===== src/rtl/mem_arbiter.sv =====
// Round-robin arbiter sharing one memory line port between icache refill and dcache refill/writeback.
// One transaction in flight; a watchdog turns a missing memory response into an error completion.
module mem_arbiter #(
  parameter int LINE_W  = 128,
  parameter int ADDR_W  = 32,
  parameter int TIMEOUT = 16
) (
  input  logic              clk_i,
  input  logic              rst_i,
  input  logic              ic_req_i,
  input  logic [ADDR_W-1:0] ic_addr_i,
  output logic              ic_rdy_o,
  output logic [LINE_W-1:0] ic_data_o,
  input  logic              dc_req_i,
  input  logic              dc_we_i,
  input  logic [ADDR_W-1:0] dc_addr_i,
  input  logic [LINE_W-1:0] dc_wdata_i,
  output logic              dc_rdy_o,
  output logic [LINE_W-1:0] dc_data_o,
  output logic              mem_req_o,
  output logic              mem_we_o,
  output logic [ADDR_W-1:0] mem_addr_o,
  output logic [LINE_W-1:0] mem_wdata_o,
  input  logic              mem_rdy_i,
  input  logic [LINE_W-1:0] mem_rdata_i,
  output logic              err_o
);

  // state | meaning
  // IDLE  | arbitrate between ic_req_i / dc_req_i, latch winner into mem_* registers
  // BUSY  | mem_req_o high, waiting for mem_rdy_i or watchdog expiry
  // RESP  | one-cycle rdy pulse to the owner, requests not sampled
  localparam logic [1:0] S_IDLE = 2'd0;
  localparam logic [1:0] S_BUSY = 2'd1;
  localparam logic [1:0] S_RESP = 2'd2;

  localparam int CNT_W = $clog2(TIMEOUT);

  logic [1:0]        state_q, state_d;
  logic              rr_ptr_q, rr_ptr_d;
  logic              owner_q, owner_d;
  logic [CNT_W-1:0]  cnt_q, cnt_d;
  logic              ic_rdy_q, ic_rdy_d;
  logic              dc_rdy_q, dc_rdy_d;
  logic [LINE_W-1:0] ic_data_q, ic_data_d;
  logic [LINE_W-1:0] dc_data_q, dc_data_d;
  logic              mem_req_q, mem_req_d;
  logic              mem_we_q, mem_we_d;
  logic [ADDR_W-1:0] mem_addr_q, mem_addr_d;
  logic [LINE_W-1:0] mem_wdata_q, mem_wdata_d;
  logic              err_q, err_d;
  logic              grant_dc;
  logic [LINE_W-1:0] ret_line;

  always_comb begin
    state_d     = state_q;
    rr_ptr_d    = rr_ptr_q;
    owner_d     = owner_q;
    cnt_d       = cnt_q;
    ic_rdy_d    = 1'b0;
    dc_rdy_d    = 1'b0;
    ic_data_d   = ic_data_q;
    dc_data_d   = dc_data_q;
    mem_req_d   = mem_req_q;
    mem_we_d    = mem_we_q;
    mem_addr_d  = mem_addr_q;
    mem_wdata_d = mem_wdata_q;
    err_d       = err_q;
    grant_dc    = dc_req_i && (!ic_req_i || rr_ptr_q);
    ret_line    = '0;

    case (state_q)
      S_IDLE: begin
        if (ic_req_i || dc_req_i) begin
          owner_d     = grant_dc;
          rr_ptr_d    = !grant_dc;
          mem_req_d   = 1'b1;
          mem_we_d    = grant_dc && dc_we_i;
          mem_addr_d  = grant_dc ? dc_addr_i : ic_addr_i;
          mem_wdata_d = grant_dc ? dc_wdata_i : '0;
          // Watchdog counts down through TIMEOUT BUSY cycles; expiry is at zero.
          cnt_d       = CNT_W'(TIMEOUT - 1);
          state_d     = S_BUSY;
        end
      end

      S_BUSY: begin
        if (mem_rdy_i || (cnt_q == '0)) begin
          // A response arriving on the last watchdog cycle still counts as normal.
          if (mem_rdy_i) begin
            ret_line = mem_we_q ? '0 : mem_rdata_i;
          end else begin
            err_d = 1'b1;
          end
          if (owner_q) begin
            dc_data_d = ret_line;
            dc_rdy_d  = 1'b1;
          end else begin
            ic_data_d = ret_line;
            ic_rdy_d  = 1'b1;
          end
          mem_req_d = 1'b0;
          state_d   = S_RESP;
        end else begin
          cnt_d = cnt_q - CNT_W'(1);
        end
      end

      S_RESP: begin
        cnt_d   = '0;
        state_d = S_IDLE;
      end

      default: begin
        state_d   = S_IDLE;
        mem_req_d = 1'b0;
      end
    endcase
  end

  always_ff @(posedge clk_i) begin
    if (rst_i) begin
      state_q     <= S_IDLE;
      rr_ptr_q    <= 1'b0;
      owner_q     <= 1'b0;
      cnt_q       <= '0;
      ic_rdy_q    <= 1'b0;
      dc_rdy_q    <= 1'b0;
      ic_data_q   <= '0;
      dc_data_q   <= '0;
      mem_req_q   <= 1'b0;
      mem_we_q    <= 1'b0;
      mem_addr_q  <= '0;
      mem_wdata_q <= '0;
      err_q       <= 1'b0;
    end else begin
      state_q     <= state_d;
      rr_ptr_q    <= rr_ptr_d;
      owner_q     <= owner_d;
      cnt_q       <= cnt_d;
      ic_rdy_q    <= ic_rdy_d;
      dc_rdy_q    <= dc_rdy_d;
      ic_data_q   <= ic_data_d;
      dc_data_q   <= dc_data_d;
      mem_req_q   <= mem_req_d;
      mem_we_q    <= mem_we_d;
      mem_addr_q  <= mem_addr_d;
      mem_wdata_q <= mem_wdata_d;
      err_q       <= err_d;
    end
  end

  assign ic_rdy_o    = ic_rdy_q;
  assign ic_data_o   = ic_data_q;
  assign dc_rdy_o    = dc_rdy_q;
  assign dc_data_o   = dc_data_q;
  assign mem_req_o   = mem_req_q;
  assign mem_we_o    = mem_we_q;
  assign mem_addr_o  = mem_addr_q;
  assign mem_wdata_o = mem_wdata_q;
  assign err_o       = err_q;

endmodule


===== config.mk =====
export PLATFORM = sky130hd
export DESIGN_NAME = mem_arbiter
export DESIGN_NICKNAME = d
export VERILOG_FILES = /design/src/rtl/mem_arbiter.sv
export SDC_FILE = /design/constraint.sdc
export NUM_CORES = 1
export LEC_CHECK = 0
export ABC_CLOCK_PERIOD_IN_PS = 2100
export CELL_PAD_IN_SITES_DETAIL_PLACEMENT = 1
export CELL_PAD_IN_SITES_GLOBAL_PLACEMENT = 1
export CORE_AREA = 2 2 287 289
export CTS_CLUSTER_DIAMETER = 50
export CTS_CLUSTER_SIZE = 24
export DETAILED_ROUTE_END_ITERATION = 12
export DIE_AREA = 0 0 289 291
export DONT_BUFFER_PORTS = 1
export PLACE_DENSITY = 0.52
export SLEW_MARGIN = 20
export SYNTH_ARGS = -nofsm -noshare
export SYNTH_HDL_FRONTEND = slang
export SYNTH_SLANG_ARGS = --single-unit

===== constraint.sdc =====
create_clock -name clk_i -period 2.1 [get_ports clk_i]
set_clock_uncertainty 0.05 [all_clocks]
set_input_delay 0.315 -clock clk_i [delete_from_list [all_inputs] [get_ports clk_i]]
set_output_delay 0.315 -clock clk_i [all_outputs]
set_load 0.02 [all_outputs]

# ---- Yosys cells after proc, flatten, opt, wreduce, memory -nomap -nowiden
# Cells that the tools add are included.
dict set report classes {
  add_sub_neg 1
  eq_ne 5
  muxes 15
  bitwise 5
  n_reduce_logical 18
}
# operator n
set ops {}
lappend ops {{$mux 128} 3}
lappend ops {{$mux 32} 1}
lappend ops {{$reduce_and 3->1} 5}
lappend ops {{$pmux 4 s3} 1}
lappend ops {{$mux 4} 2}
lappend ops {{$ne 2x2->1 const B} 3}
lappend ops {{$not 1->1} 5}
lappend ops {{$logic_not 4->1} 1}
lappend ops {{$mux 1} 4}
lappend ops {{$mux 2} 2}
lappend ops {{$pmux 2 s2} 1}
lappend ops {{$reduce_and 2->1} 2}
lappend ops {{$sub 4x1->4 const B} 1}
lappend ops {{$logic_or 1x1->1} 3}
lappend ops {{$pmux 1 s3} 1}
lappend ops {{$reduce_bool 3->1} 1}
lappend ops {{$reduce_or 3->1} 1}
lappend ops {{$eq 2x1->1 const B} 1}
lappend ops {{$eq 2x2->1 const B} 1}
lappend ops {{$logic_and 1x1->1} 2}
lappend ops {{$logic_not 1->1} 2}
lappend ops {{$logic_not 2->1} 1}
dict set report totals {
  register_bits 429
  in_bits 326
  elab_cells 57
}

# ---- Longest topological paths before layout
dict set report logic_depth {
  depth_word 4
  mapped_depth 10
  mapped_depth_nobuf 6
}

# ---- Worst setup path before layout
# No wires, ideal clock.
dict set report synth_path {
  path_type {flip-flop to flip-flop}
  start {register cnt_q[0]}
  end {register dc_data_q[123], in the netlist dc_data_o[123]}
  setup_time_ps 74
  arrival_time_ps 1908
  required_time_ps 1976
  path_slack_ps 67
  stages_incl_launch_ff 11
  path_buffers 4
  synth_period_minus_slack_ps 2033
  cell_sequence {dfxtp_1 -> inv_1 -> ha_1 -> or3b_4 -> a211oi_2 -> buf_4 -> buf_6 -> buf_12 -> buf_6 -> nand3_1 -> o21ai_0}
}
dict set report synth_via {
  elab_chain_len 3
}
# item line_no
set synth_rtl {}
lappend synth_rtl {{from (decl)} 42} ;# logic [CNT_W-1:0] cnt_q, cnt_d;
lappend synth_rtl {{from (signal assigned)} 140} ;# cnt_q <= cnt_d;
lappend synth_rtl {{$logic_not 4->1} 88} ;# if (mem_rdy_i || (cnt_q == '0)) begin
lappend synth_rtl {{$logic_or 1x1->1} 88}
lappend synth_rtl {{$reduce_and 3->1 (no line)} n/a}
lappend synth_rtl {{to (signal assigned)} 144} ;# dc_data_q <= dc_data_d;
lappend synth_rtl {{to (decl)} 46} ;# logic [LINE_W-1:0] dc_data_q, dc_data_d;
# Every way passes these cells.
# A chain may end at the register's enable or synchronous reset.

# ---- Worst setup path after layout
dict set report layout_path {
  start {register cnt_q[1]}
  end {register ic_data_q[71], in the netlist ic_data_o[71]}
}
dict set report layout_via {
  elab_chain_len 3
}
# item line_no
set layout_rtl {}
lappend layout_rtl {{$logic_not 4->1} 88}
lappend layout_rtl {{$logic_or 1x1->1} 88}
lappend layout_rtl {{$reduce_and 3->1 (no line)} n/a}
lappend layout_rtl {{to (signal assigned)} 143} ;# ic_data_q <= ic_data_d;
lappend layout_rtl {{to (decl)} 45} ;# logic [LINE_W-1:0] ic_data_q, ic_data_d;
# Every way passes these cells.

==> impl_metrics.json <==
{
  "cpMostUsedCell": "clkbuf_16",
  "cp_num_buf_inv": 4,
  "min_period_ns": 2.11,
  "arrival_ns": 2.57,
  "slowest_stage": "or3b_4",
  "netlist_area_mm2": 0.0158,
  "root_buffer": "clkbuf_16",
  "final_common_cell": "dlygate4sd3_1",
  "cts_tree": "yes",
  "cp_slowest_stage_delay_ns": 0.41,
  "power.switching_uw": 6480,
  "postSynthAreaPerCell_um2": 9.04,
  "htree_levels": 2,
  "die_x_um": 289,
  "ant_nets": 0,
  "io_buffers": 0,
  "layout-drive-gt1-share_pct": 11.3,
  "synth.distinct_cells": 32,
  "holdWs_ns": -0.179,
  "areaGrowthSynthToFinish_pct": 63.1,
  "grtUsageTotal_pct": 16.4,
  "fillers": 9151,
  "syn_inst": 1744,
  "clk_latency_ns": 0.60,
  "path_max_fanout": 8,
  "die_y_um": 291,
  "cts.sinks": 429,
  "min-delay-path-class": "in2reg",
  "gp_congestion": 0.873,
  "max_clock_freq_mhz": 474,
  "ys_ff_latch": 429,
  "powerDensity_mw_per_mm2": 864,
  "required_ns": 2.57,
  "drt-initial-drc-count": 908,
  "clockPowerShare_pct": 47.2,
  "worst_slew_pin_slew_ns": 1.74,
  "yosys_warnings": 0,
  "grt_pass1_vias": 17100,
  "drt_first_pass_iters": 5,
  "grt-ovfl-total": 0,
  "vias_per_cell": 4.68,
  "post_dp_cell_area_mm2": 0.0171,
  "start_kind": "flip-flop",
  "rows": 105,
  "ir_drop_mv": 0.595,
  "endpoint_kind": "flip-flop",
  "slew_viol_final": 141,
  "cts_buffers": 57,
  "relSlewSlack_pct": -16.0,
  "dp_hpwl_mm": 46.4,
  "clk_pin_slew_ns": 0.07,
  "grt_pass1_wl_mm": 107,
  "core_mm2": 0.0812,
  "period_share_pct": 100,
  "wirelength_mm": 75.6,
  "dieArea_mm2": 0.0841,
  "status": "finished, violations left",
  "final_cell_mix": "dlygate4sd3_1 (560), dfxtp_1 (427), nand2b_1 (258), nand3_1 (219), nor2_1 (170)",
  "path_cells": "inv_2 -> ha_4 -> or3b_4 -> a211oi_4 -> buf_12 -> clkbuf_16 -> clkbuf_16 -> nand3_2 -> o21ai_1",
  "seq_power_share_pct": 41.4,
  "cap_viol_max_count": 0,
  "violations": "hold timing, slew limit, setup timing",
  "io_pins": 747,
  "final_hold_viol_count": 51,
  "wl_per_cell_um": 22.2,
  "nets": 2610,
  "fin_area_mm2": 0.0257,
  "setup_viol": 1,
  "start_util_pct": 19.4,
  "combPwrFrac_pct": 11.4,
  "leakagePower_uw": 0.00848,
  "critPathKind": "reg2reg",
  "drc": 0,
  "vias": 16000,
  "antenna_found_initial": 10,
  "crit_family": "buffers and inverters",
  "final_cells": 3411,
  "grt_max_degree": 431,
  "yosysSeqAreaShare_pct": 54.5,
  "rsz0062_at_grt": "true",
  "layout_setup_ws_ns": -0.00889,
  "numPlacedInstances": 2714,
  "internal_power_uw": 15800,
  "swShare_pct": 29.2,
  "syn-num-nets": 2071,
  "cts_max_path_buffers": 3
}
-- kinds of logic after synthesis --
logic type	after synthesis	synth area share, %
AND/OR/NAND/NOR	700	23.0
multiplexers	4	0.254
flip-flops	429	54.5
AO/OA/AOI/OAI	433	17.0
adder cells (fa/ha/maj)	1	0.0793
XOR/XNOR	1	0.0555
buffers and inverters	176	5.17
-- metrics by stage --
| stage | hold WS, ns | TNS, ns | utilization, % | power, uW | setup WS, ns |
|---|---|---|---|---|---|
| after floorplan | 0.395 | 0 | - | 10300 | 0.0675 |
| after global placement | 0.397 | -0.449 | 21.1 | 10800 | -0.0348 |
| after detailed placement | 0.406 | -0.909 | 21.1 | 10800 | -0.0575 |
| after CTS | -0.266 | -0.177 | 30.6 | 22100 | -0.0324 |
| after global routing | -0.218 | -3.16 | 31.7 | 23100 | -0.0873 |
| final | -0.179 | -0.00889 | 31.7 | 22200 | -0.00889 |
-- final timing paths --
| check | end | startpoint | slack [ns] | depth (start not counted) |
|---|---|---|---|---|
| max reg2reg | ic_data_o[71] | cnt_q[1] | -0.009 | 9 |
| min | mem_wdata_o[0] | dc_wdata_i[0] | -0.18 | 2 |
| min reg2reg | cnt_q[3] | cnt_q[3] | 0.54 | 2 |
| max | ic_data_o[71] | cnt_q[1] | -0.009 | 9 |
-- sequential cells by signal, indices dropped and copies added, names as in the netlist, 2 cells and up --
| signal | flops |
|---|---|
| state_q | 2 |
| ic_data_o | 128 |
| cnt_q | 4 |
| mem_wdata_o | 128 |
| dc_data_o | 128 |
| mem_addr_o | 32 |
-- per-layer routing --
layer	wire [um]	global-route usage, %	up-vias
met5	8	0.116	-
met1	26900	16.9	7895
li1	-	-	7213
met2	37300	28.8	683
met3	7380	6.07	181
met4	3980	8.29	2
-- area by class of cell --
class | count | area, um2 | area share (%)
inverters | 5 | 18.8 | 0.0729
repair buffers | 651 | 7020 | 27.3
well taps | 1070 | 1340 | 5.20
clock inverters | 47 | 576 | 2.24
flip-flops and latches | 429 | 8590 | 33.4
clock buffers | 61 | 1500 | 5.85
diodes | 9 | 22.5 | 0.0875
multi-input cells | 1139 | 6660 | 25.9
-- Yosys cell counts (all sizes together) --
cell    count  area share, %
a211oi      2           0.16
a21oi       9           0.31
a222oi     32            2.0
a22oi     129            6.1
a31oi       1          0.040
and3        2          0.079
buf        49            2.1
clkbuf    122            2.9
dfxtp     429             54
ha          1          0.079
inv         5           0.12
mux2i       4           0.25
nand2       3          0.071
nand2b    258             10
nand3     257            8.2
nor2      170            4.0
nor2b       2          0.079
nor3        4           0.13
nor3b       1          0.048
o21ai     258            8.2
o31ai       1          0.048
o32ai       1          0.056
or3b        2           0.13
or4         1          0.048
xnor2       1          0.056
-- what timing repair did --
action	in CTS	in global routing
hold buffers	544	16
cloned	3	11
buffers inserted	3	3
gates resized for setup	13	156
endpoints found under the hold margin	428	168
pin swaps	2	3
setup endpoints to repair	163	200
-- power groups by stage --
stage	Combinational, uW	Sequential [uW]	Clock [uW]
CTS	2160	9200	10800
global route	2720	9230	11100
finish	2540	9210	10500
global placement	1400	9370	0
floorplan	1110	9200	0
detailed placement	1460	9370	0
Note: power is estimated with default switching activity, not from simulation.
